## src/rtl/sdram_req_queue_pkg.sv

```systemverilog
// sdram_req_queue_pkg: shared FSM encodings and default address width for the SDRAM request queue.
// HADDR_WIDTH_DEF must match the controller's host address width.
package sdram_req_queue_pkg;
    localparam int HADDR_WIDTH_DEF = 25;
    typedef enum logic [1:0] {
        IDLE   = 2'd0,
        ISSUE  = 2'd1,
        ACTIVE = 2'd2
    } state_e;
endpackage

```

## src/rtl/sdram_req_fifo.sv

```systemverilog
// sdram_req_fifo: synchronous request FIFO with full/empty flags and an occupancy count.
// The level carries one extra bit so a full FIFO is distinguishable from an empty one.
module sdram_req_fifo #(
    parameter int WIDTH      = 34,
    parameter int DEPTH_LOG2 = 2
) (
    input  logic                  clk,
    input  logic                  rst_n,
    input  logic                  push_i,
    input  logic                  pop_i,
    input  logic [WIDTH-1:0]      wdata_i,
    output logic [WIDTH-1:0]      rdata_o,
    output logic                  full_o,
    output logic                  empty_o,
    output logic [DEPTH_LOG2:0]   level_o
);
    localparam int DEPTH = 1 << DEPTH_LOG2;
    localparam int LW    = DEPTH_LOG2 + 1;

    logic [WIDTH-1:0]      mem_q [DEPTH];
    logic [DEPTH_LOG2-1:0] wr_ptr_q, rd_ptr_q;
    logic [DEPTH_LOG2:0]   level_q;

    always_ff @(posedge clk or negedge rst_n) begin
        if (!rst_n) begin
            wr_ptr_q <= '0;
            rd_ptr_q <= '0;
            level_q  <= '0;
        end else begin
            if (push_i) wr_ptr_q <= wr_ptr_q + 1'b1;
            if (pop_i) rd_ptr_q <= rd_ptr_q + 1'b1;
            level_q <= level_q + LW'(push_i) - LW'(pop_i);
        end
    end

    always_ff @(posedge clk) begin
        if (push_i) mem_q[wr_ptr_q] <= wdata_i;
    end

    assign rdata_o = mem_q[rd_ptr_q];
    assign full_o  = level_q == LW'(DEPTH);
    assign empty_o = level_q == '0;
    assign level_o = level_q;
endmodule

```

## src/rtl/sdram_req_queue.sv

```systemverilog
// sdram_req_queue: buffers host byte requests and issues them one at a time to the SDRAM controller.
// Defining SDRAM_REQ_TIMEOUT_EN adds a watchdog that aborts stuck accesses and raises sticky err_timeout.
module sdram_req_queue
    import sdram_req_queue_pkg::*;
#(
    parameter int HADDR_WIDTH     = HADDR_WIDTH_DEF,
    parameter int FIFO_DEPTH_LOG2 = 2,
    parameter int TIMEOUT_CYCLES  = 255
) (
    input  logic                     clk,
    input  logic                     rst_n,
    input  logic                     req_valid,
    output logic                     req_ready,
    input  logic                     req_we,
    input  logic [HADDR_WIDTH-1:0]   req_addr,
    input  logic [7:0]               req_wdata,
    output logic                     rsp_valid,
    input  logic                     rsp_ready,
    output logic [7:0]               rsp_rdata,
    output logic [FIFO_DEPTH_LOG2:0] fifo_level,
    output logic [HADDR_WIDTH-1:0]   sd_wr_addr,
    output logic [HADDR_WIDTH-1:0]   sd_rd_addr,
    output logic [7:0]               sd_wr_data,
    output logic                     sd_wr_enable,
    output logic                     sd_rd_enable,
    input  logic [7:0]               sd_rd_data,
    input  logic                     sd_rd_ready,
    input  logic                     sd_busy
`ifdef SDRAM_REQ_TIMEOUT_EN
    ,
    output logic                     err_timeout
`endif
);
    localparam int EW = HADDR_WIDTH + 9;

    logic                   push, pop, full, empty, head_we;
    logic [EW-1:0]          head;
    logic [HADDR_WIDTH-1:0] head_addr;
    logic [7:0]             head_data;
    state_e                 state_q, state_d;
    logic                   wr_en_q, wr_en_d, rd_en_q, rd_en_d, cur_we_q, cur_we_d;
    logic                   rsp_valid_q, rsp_valid_d;
    logic [7:0]             rsp_rdata_q, rsp_rdata_d;

    assign push      = req_valid && !full;
    assign req_ready = !full;
    assign {head_we, head_addr, head_data} = head;

    sdram_req_fifo #(.WIDTH(EW), .DEPTH_LOG2(FIFO_DEPTH_LOG2)) u_fifo (
        .clk     (clk),
        .rst_n   (rst_n),
        .push_i  (push),
        .pop_i   (pop),
        .wdata_i ({req_we, req_addr, req_wdata}),
        .rdata_o (head),
        .full_o  (full),
        .empty_o (empty),
        .level_o (fifo_level)
    );

`ifdef SDRAM_REQ_TIMEOUT_EN
    localparam int CW = $clog2(TIMEOUT_CYCLES + 1);
    logic [CW-1:0] cnt_q, cnt_d;
    logic          err_q, err_d, timeout;
    assign timeout     = state_q != IDLE && cnt_q == CW'(TIMEOUT_CYCLES - 1);
    assign err_timeout = err_q;
`endif

    always_comb begin
        state_d     = state_q;
        wr_en_d     = wr_en_q;
        rd_en_d     = rd_en_q;
        cur_we_d    = cur_we_q;
        pop         = 1'b0;
        rsp_valid_d = rsp_valid_q && !rsp_ready;
        rsp_rdata_d = rsp_rdata_q;
        case (state_q)
            IDLE: if (!empty && (head_we || !rsp_valid_q) && !sd_busy) begin
                state_d = ISSUE;
                wr_en_d = head_we;
                rd_en_d = !head_we;
            end
            // controller only samples enables while idle, so holding them until busy is safe
            ISSUE: if (sd_busy) begin
                state_d  = ACTIVE;
                wr_en_d  = 1'b0;
                rd_en_d  = 1'b0;
                cur_we_d = head_we;
                pop      = 1'b1;
            end
            ACTIVE: begin
                if (sd_rd_ready && !cur_we_q) begin
                    rsp_valid_d = 1'b1;
                    rsp_rdata_d = sd_rd_data;
                end
                if (!sd_busy) state_d = IDLE;
            end
            default: state_d = IDLE;
        endcase
`ifdef SDRAM_REQ_TIMEOUT_EN
        err_d = err_q;
        if (timeout) begin
            err_d   = 1'b1;
            wr_en_d = 1'b0;
            rd_en_d = 1'b0;
            state_d = IDLE;
            if (state_q == ISSUE) pop = 1'b1;
        end
        cnt_d = (state_d == IDLE) ? '0 : cnt_q + 1'b1;
`endif
    end

    always_ff @(posedge clk or negedge rst_n) begin
        if (!rst_n) begin
            state_q     <= IDLE;
            wr_en_q     <= 1'b0;
            rd_en_q     <= 1'b0;
            cur_we_q    <= 1'b0;
            rsp_valid_q <= 1'b0;
            rsp_rdata_q <= '0;
        end else begin
            state_q     <= state_d;
            wr_en_q     <= wr_en_d;
            rd_en_q     <= rd_en_d;
            cur_we_q    <= cur_we_d;
            rsp_valid_q <= rsp_valid_d;
            rsp_rdata_q <= rsp_rdata_d;
        end
    end

`ifdef SDRAM_REQ_TIMEOUT_EN
    always_ff @(posedge clk or negedge rst_n) begin
        if (!rst_n) begin
            cnt_q <= '0;
            err_q <= 1'b0;
        end else begin
            cnt_q <= cnt_d;
            err_q <= err_d;
        end
    end
`endif

    assign sd_wr_addr   = head_addr;
    assign sd_rd_addr   = head_addr;
    assign sd_wr_data   = head_data;
    assign sd_wr_enable = wr_en_q;
    assign sd_rd_enable = rd_en_q;
    assign rsp_valid    = rsp_valid_q;
    assign rsp_rdata    = rsp_rdata_q;
endmodule
```

## config.mk

```make
export PLATFORM = sky130hd
export DESIGN_NAME = sdram_req_queue
export DESIGN_NICKNAME = d
export VERILOG_FILES = /design/src/rtl/sdram_req_queue_pkg.sv /design/src/rtl/sdram_req_fifo.sv /design/src/rtl/sdram_req_queue.sv
export SDC_FILE = /design/constraint.sdc
export NUM_CORES = 1
export LEC_CHECK = 0
export ABC_AREA = 1
export BUFFER_PORTS_ARGS = -buffer_cell sky130_fd_sc_hd__buf_4
export CAP_MARGIN = 25
export CORE_MARGIN = 2
export CORE_UTILIZATION = 50
export DETAILED_ROUTE_END_ITERATION = 6
export HOLD_SLACK_MARGIN = 0.02
export PLACE_DENSITY_LB_ADDON = 0.2
export SYNTH_ARGS = -nofsm -noshare
export SYNTH_HDL_FRONTEND = slang
export SYNTH_HIERARCHICAL = 1
export SYNTH_SLANG_ARGS = --single-unit
```

## constraint.sdc

```tcl
create_clock -name clk -period 1.9 [get_ports clk]
set_input_delay 0.095 -clock clk [delete_from_list [all_inputs] [get_ports clk]]
set_output_delay 0.095 -clock clk [all_outputs]
set_load 0.02 [all_outputs]
```

# Word-level counts from Yosys, hierarchy flattened
# Memory sizes are Yosys's and may differ from the RTL's.
# Index checks and enable logic that the tools add are counted.
[totals]
n_memories = 1
inputBits = 48
word_cells = 55
regBits = 21
mem_bits_rw = 136
output_inout_bits = 73
[classes]
n_addsub = 4
reduce_logical = 20
eq_ne = 6
muxes = 15
[memory_table]
columns = ["memory", "words", "word_bits", "rd", "rd_clocked_by_memory_dff", "write_ports", "line", "text"]
rows = [
  ["u_fifo.mem_q", 4, 34, 1, 0, 1, "sdram_req_fifo.sv:20", "logic [WIDTH-1:0] mem_q [DEPTH];"],
]
[ops]
columns = ["cell", "n"]
rows = [
  ["$mux 1", 9],
  ["$logic_not 1->1", 7],
  ["$mux 2", 3],
  ["$ne 2x2->1 const B", 3],
  ["$pmux 2 s3", 1],
  ["$reduce_and 3->1", 2],
  ["$logic_and 1x1->1", 5],
  ["$add 2x1->2 const B", 2],
  ["$pmux 1 s2", 2],
  ["$reduce_and 2->1", 2],
  ["$add 3x1->3", 1],
  ["$eq 3x3->1 const B", 1],
  ["$logic_not 3->1", 1],
  ["$sub 3x1->3", 1],
  ["$eq 2x1->1 const B", 1],
  ["$eq 2x2->1 const B", 1],
  ["$logic_not 2->1", 1],
  ["$reduce_bool 2->1", 1],
  ["$logic_or 1x1->1", 1],
]

# Longest topological paths before layout
[logic_depth]
depth_word = 6
ltp_mapped = 13

# By module
# The synthesis kept the hierarchy.
[by_module_without_submodules]
columns = ["module", "instances", "cells_per_inst", "area_per_inst_um2"]
rows = [
  ["sdram_req_fifo", 1, 579, 6117.1],
  ["sdram_req_queue", 1, 93, 788.3],
]

# Worst setup path before layout
# No wires, ideal clock.
[synth_path]
path_type = "reg2reg"
from = "register u_fifo.level_q[2], in the netlist u_fifo/level_o[2]"
to = "memory u_fifo.mem_q[2][0] (enable)"
stages_incl_launch_ff = 7
setup_ns = 0.389
n_path_buf = 1
slack_ns = -0.219
arrival_time_ns = 1.730
synth_period_minus_slack_ns = 2.119
required_ns = 1.511
path_cell_list = "dfrtp_1 inv_1 nor3_1 nor2_1 clkbuf_1 nand2_1 inv_1"
[synth_between]
elab_chain_len = 5
[synth_lines]
columns = ["element", "line", "text"]
rows = [
  ["start: declaration", "sdram_req_fifo.sv:22", "logic [DEPTH_LOG2:0] level_q;"],
  ["start signal: assignment", "sdram_req_fifo.sv:32", "level_q <= level_q + LW'(push_i) - LW'(pop_i);"],
  ["$eq 3x3->1", "sdram_req_fifo.sv:41", "assign full_o = level_q == LW'(DEPTH);"],
  ["via full", "sdram_req_queue.sv:36", "logic push, pop, full, empty, head_we;"],
  ["$logic_not 1->1", "sdram_req_queue.sv:45", "assign push = req_valid && !full;"],
  ["$logic_and 1x1->1", "sdram_req_queue.sv:45", ""],
  ["via push", "sdram_req_queue.sv:36", ""],
  ["$mux 1", "sdram_req_fifo.sv:37", "if (push_i) mem_q[wr_ptr_q] <= wdata_i;"],
  ["$mux 1 (not written as such)", "sdram_req_fifo.sv:37", ""],
  ["end: declaration", "sdram_req_fifo.sv:20", ""],
]
# The timed path passes the listed nets, and every way through them passes these cells.

# Worst setup path in the final report
[layout_path]
from = "register u_fifo.level_q[1], in the netlist u_fifo/level_o[1]"
to = "register u_fifo.level_q[2], in the netlist u_fifo/level_o[2]"
[layout_between]
elab_chain_len = 5
[layout_lines]
columns = ["element", "line"]
rows = [
  ["$eq 3x3->1", "sdram_req_fifo.sv:41"],
  ["via full", "sdram_req_queue.sv:36"],
  ["$logic_not 1->1", "sdram_req_queue.sv:45"],
  ["$logic_and 1x1->1", "sdram_req_queue.sv:45"],
  ["via push", "sdram_req_queue.sv:36"],
  ["$add 3x1->3", "sdram_req_fifo.sv:32"],
  ["$sub 3x1->3", "sdram_req_fifo.sv:32"],
]
# The timed path passes the listed nets, and every way through them passes these cells.
# A chain may end at the register's enable or synchronous reset.

==> reports/qor.csv <==
metric;value;unit
Clock Sinks;157;
Required @ worst endpoint;2200;ps
placed insts;938;
Max clock buf depth;2;
Finished Cell Area;9189;µm²
wire length per cell;14.16;µm
CTS tree;done;
multi-input logic area;1419;µm²
critical path's slowest cell;dfrtp_2;
synthesized netlist cell count;672;
Die Wd;121.5;µm
WHS;87.22;ps
Placed Area;7979;µm²
Vias;4779;
Clock Latency Late Sink;420;ps
final WL;14.45;mm
Top FF cell, synth;edfxtp_1;
largest net degree at the start of global routing;55;
Non-Filler Instances;1020;
Synth area leader;edfxtp_1;
Avg Synthesized Cell Area;10.28;µm²
Antenna Violating Nets Remaining;0;
Diodes inserted;0;
Worst Setup End Kind;register;
FF+latch count, synth;157;
Final setup violation count;0;
I/O pin count;121;
clock tree root driver cell;clkbuf_16;
layout cells sized above 1;22.99;%
crit-path cells;nor3_2 -> nor2_4 -> ha_2 -> fa_2 -> nand2_2 -> nand2_1 -> nand2_1 -> nand2_1;
DIE HEIGHT;121.5;µm
core area;13350;µm²
Synth-to-Final Area Change;33.07;%
vias in the first global route;4692;
Port Buf Inserts;120;
count leader, synth;nand2_1;
Top cell by count, worst path;nand2_1;
post-layout min period;1853;ps
power per cell area;1709;nW/µm²
initial drt markers;267;
FMAX;539.7;MHz
status;complete, no violations;
final hold violation count;0;
Final TNS setup;0;ps
Syn Nets;727;
hold crit path type;in2reg;
Layout Nets;886;
cts bufs inserted;17;
sequential share of the synthesized area;66.75;%
Register Area;4613;µm²
startpoint types;register;
first-pass GRT wire length;22.18;mm
Leak;0.004346;µW
Mapped Area;6905;µm²
Synth top area share;59.14;%
peak supply drop;995.5;µV
drt via density;4.685;
max incr delay on CP;440;ps
drt drc;0;
MaxCap Viol Count;0;
CP Data Arrival Time;2160;ps
fin crit share;97.51;%
Crit Path Class;reg2reg;
DP Worst Slack;12.47;ps
Fill cells;944;
Die Area;14770;µm²
GR Overflow Total;0;
Total GRT Usage;19.88;%
post-detail-place hpwl;8.642;mm
synth top area cells;edfxtp_1, nand2_1, inv_1;
DRT Pass-1 Iters;5;
YS warnings;6;
asr flop ratio synth;13.38;%
Initial Utilization;51.73;%
Setup WS post-layout;47.28;ps
Max-slew headroom;81.00;%
Netlist cell types;21;
Worst Max-Slew Pin Slew;283.4;ps
final worst clock skew;19.89;ps
CTS clk-pin slew, worst paths;60;ps
RD Place Congestion;0.8031;
Core Rows;42;
H-tree levels;4;
initial antenna violation count;0;
CP max FO;8;
commonest cells in the netlist;nand2_1, inv_1, edfxtp_1;
Slew Limit Fails;0;
number of synthesized flops with an enable pin;136;
==> layout make-up <==
cell class,count,share of cell area (%)
flip-flops and latches,157,50.20
repair buffers,188,18.23
multi-input cells,309,15.44
inverters,158,6.645
clock buffers,17,4.630
clock inverters,15,2.451
well taps,176,2.397
==> registers in the layout, indices dropped and copies added (netlist names) <==
name	cells
u_fifo/mem_q	136
state_q	2
rsp_rdata	8
rsp_valid	1
sd_wr_enable	1
u_fifo/rd_ptr_q	2
u_fifo/level_o	3
u_fifo/wr_ptr_q	2
cur_we_q	1
sd_rd_enable	1
==> repair_timing <==
item,CTS,global route
cloned,0,2
resized for setup,1,10
setup endpoints to repair,2,180
buffers inserted,0,3
hold buffers,45,0
pin swaps,0,5
hold endpoints to repair,170,0
==> critical path, delay by kind of cell (launching register included) <==
family | cells | cell delay, ps
adders and majority gates | 2 | 600
and+or+nand+nor | 6 | 690
DFF | 1 | 440
==> cell families (layout without fill, tap and decap cells) <==
group | count (synthesis) | after routing | synth area share, %
simple gates | 295 | 295 | 17.92
buf+inv | 206 | 378 | 13.25
flops | 157 | 157 | 66.75
fa+ha+maj | 7 | 7 | 1.377
compound gates | 4 | 4 | 0.3261
xor+xnor | 3 | 3 | 0.3806
==> layout by cell type, fill, tap and decap left out, drive strengths merged <==
cell type and count:
nor2 6, nand4 2, inv 154, dfrtp 21, buf 141, nor3 2, dlygate4sd3 45, bufinv 6
fa 1, clkinvlp 5, xor2 3, o21ai 3, nand2 205, edfxtp 136, ha 6, nand3 80
clkinv 8, clkbuf 19, o31ai 1
==> routing by layer <==
layer	vias up	track usage [%]	routed length (µm)
met4	0	7.759	141
met5	-	0	0
met3	9	5.028	874
li1	2386	-	-
met1	2227	23.73	5917
met2	157	34.66	7512
==> through the flow <==
stage	util [%]	power (µW)
finish	68.84	15700
detailed placement	59.78	11740
global route	68.84	16580
floorplan	-	9471
global placement	59.78	11610
CTS	68.05	15540
==> final timing paths <==
kind | from | end | slack (ps) | cells after the start
max | u_fifo/level_o[1] | u_fifo/level_o[2] | 50 | 8
min | req_valid | u_fifo/wr_ptr_q[1] | 90 | 5
max reg2reg | u_fifo/level_o[1] | u_fifo/level_o[2] | 50 | 8
min reg2reg | rsp_rdata[0] | rsp_rdata[0] | 480 | 2
max in group asynchronous | rst_n | u_fifo/level_o[2] | 1550 | 2
min in group asynchronous | rst_n | sd_rd_enable | 100 | 2
==> where the power goes <==
| group | switching [µW] | total, µW | internal (µW) |
|---|---|---|---|
| Combinational | 4320 | 7090 | 2770 |
| Sequential | 334 | 4940 | 4600 |
| Clock | 1240 | 3680 | 2430 |
| Total | 5900 | 15700 | 9800 |
Note: power is estimated with default switching activity, not from simulation.
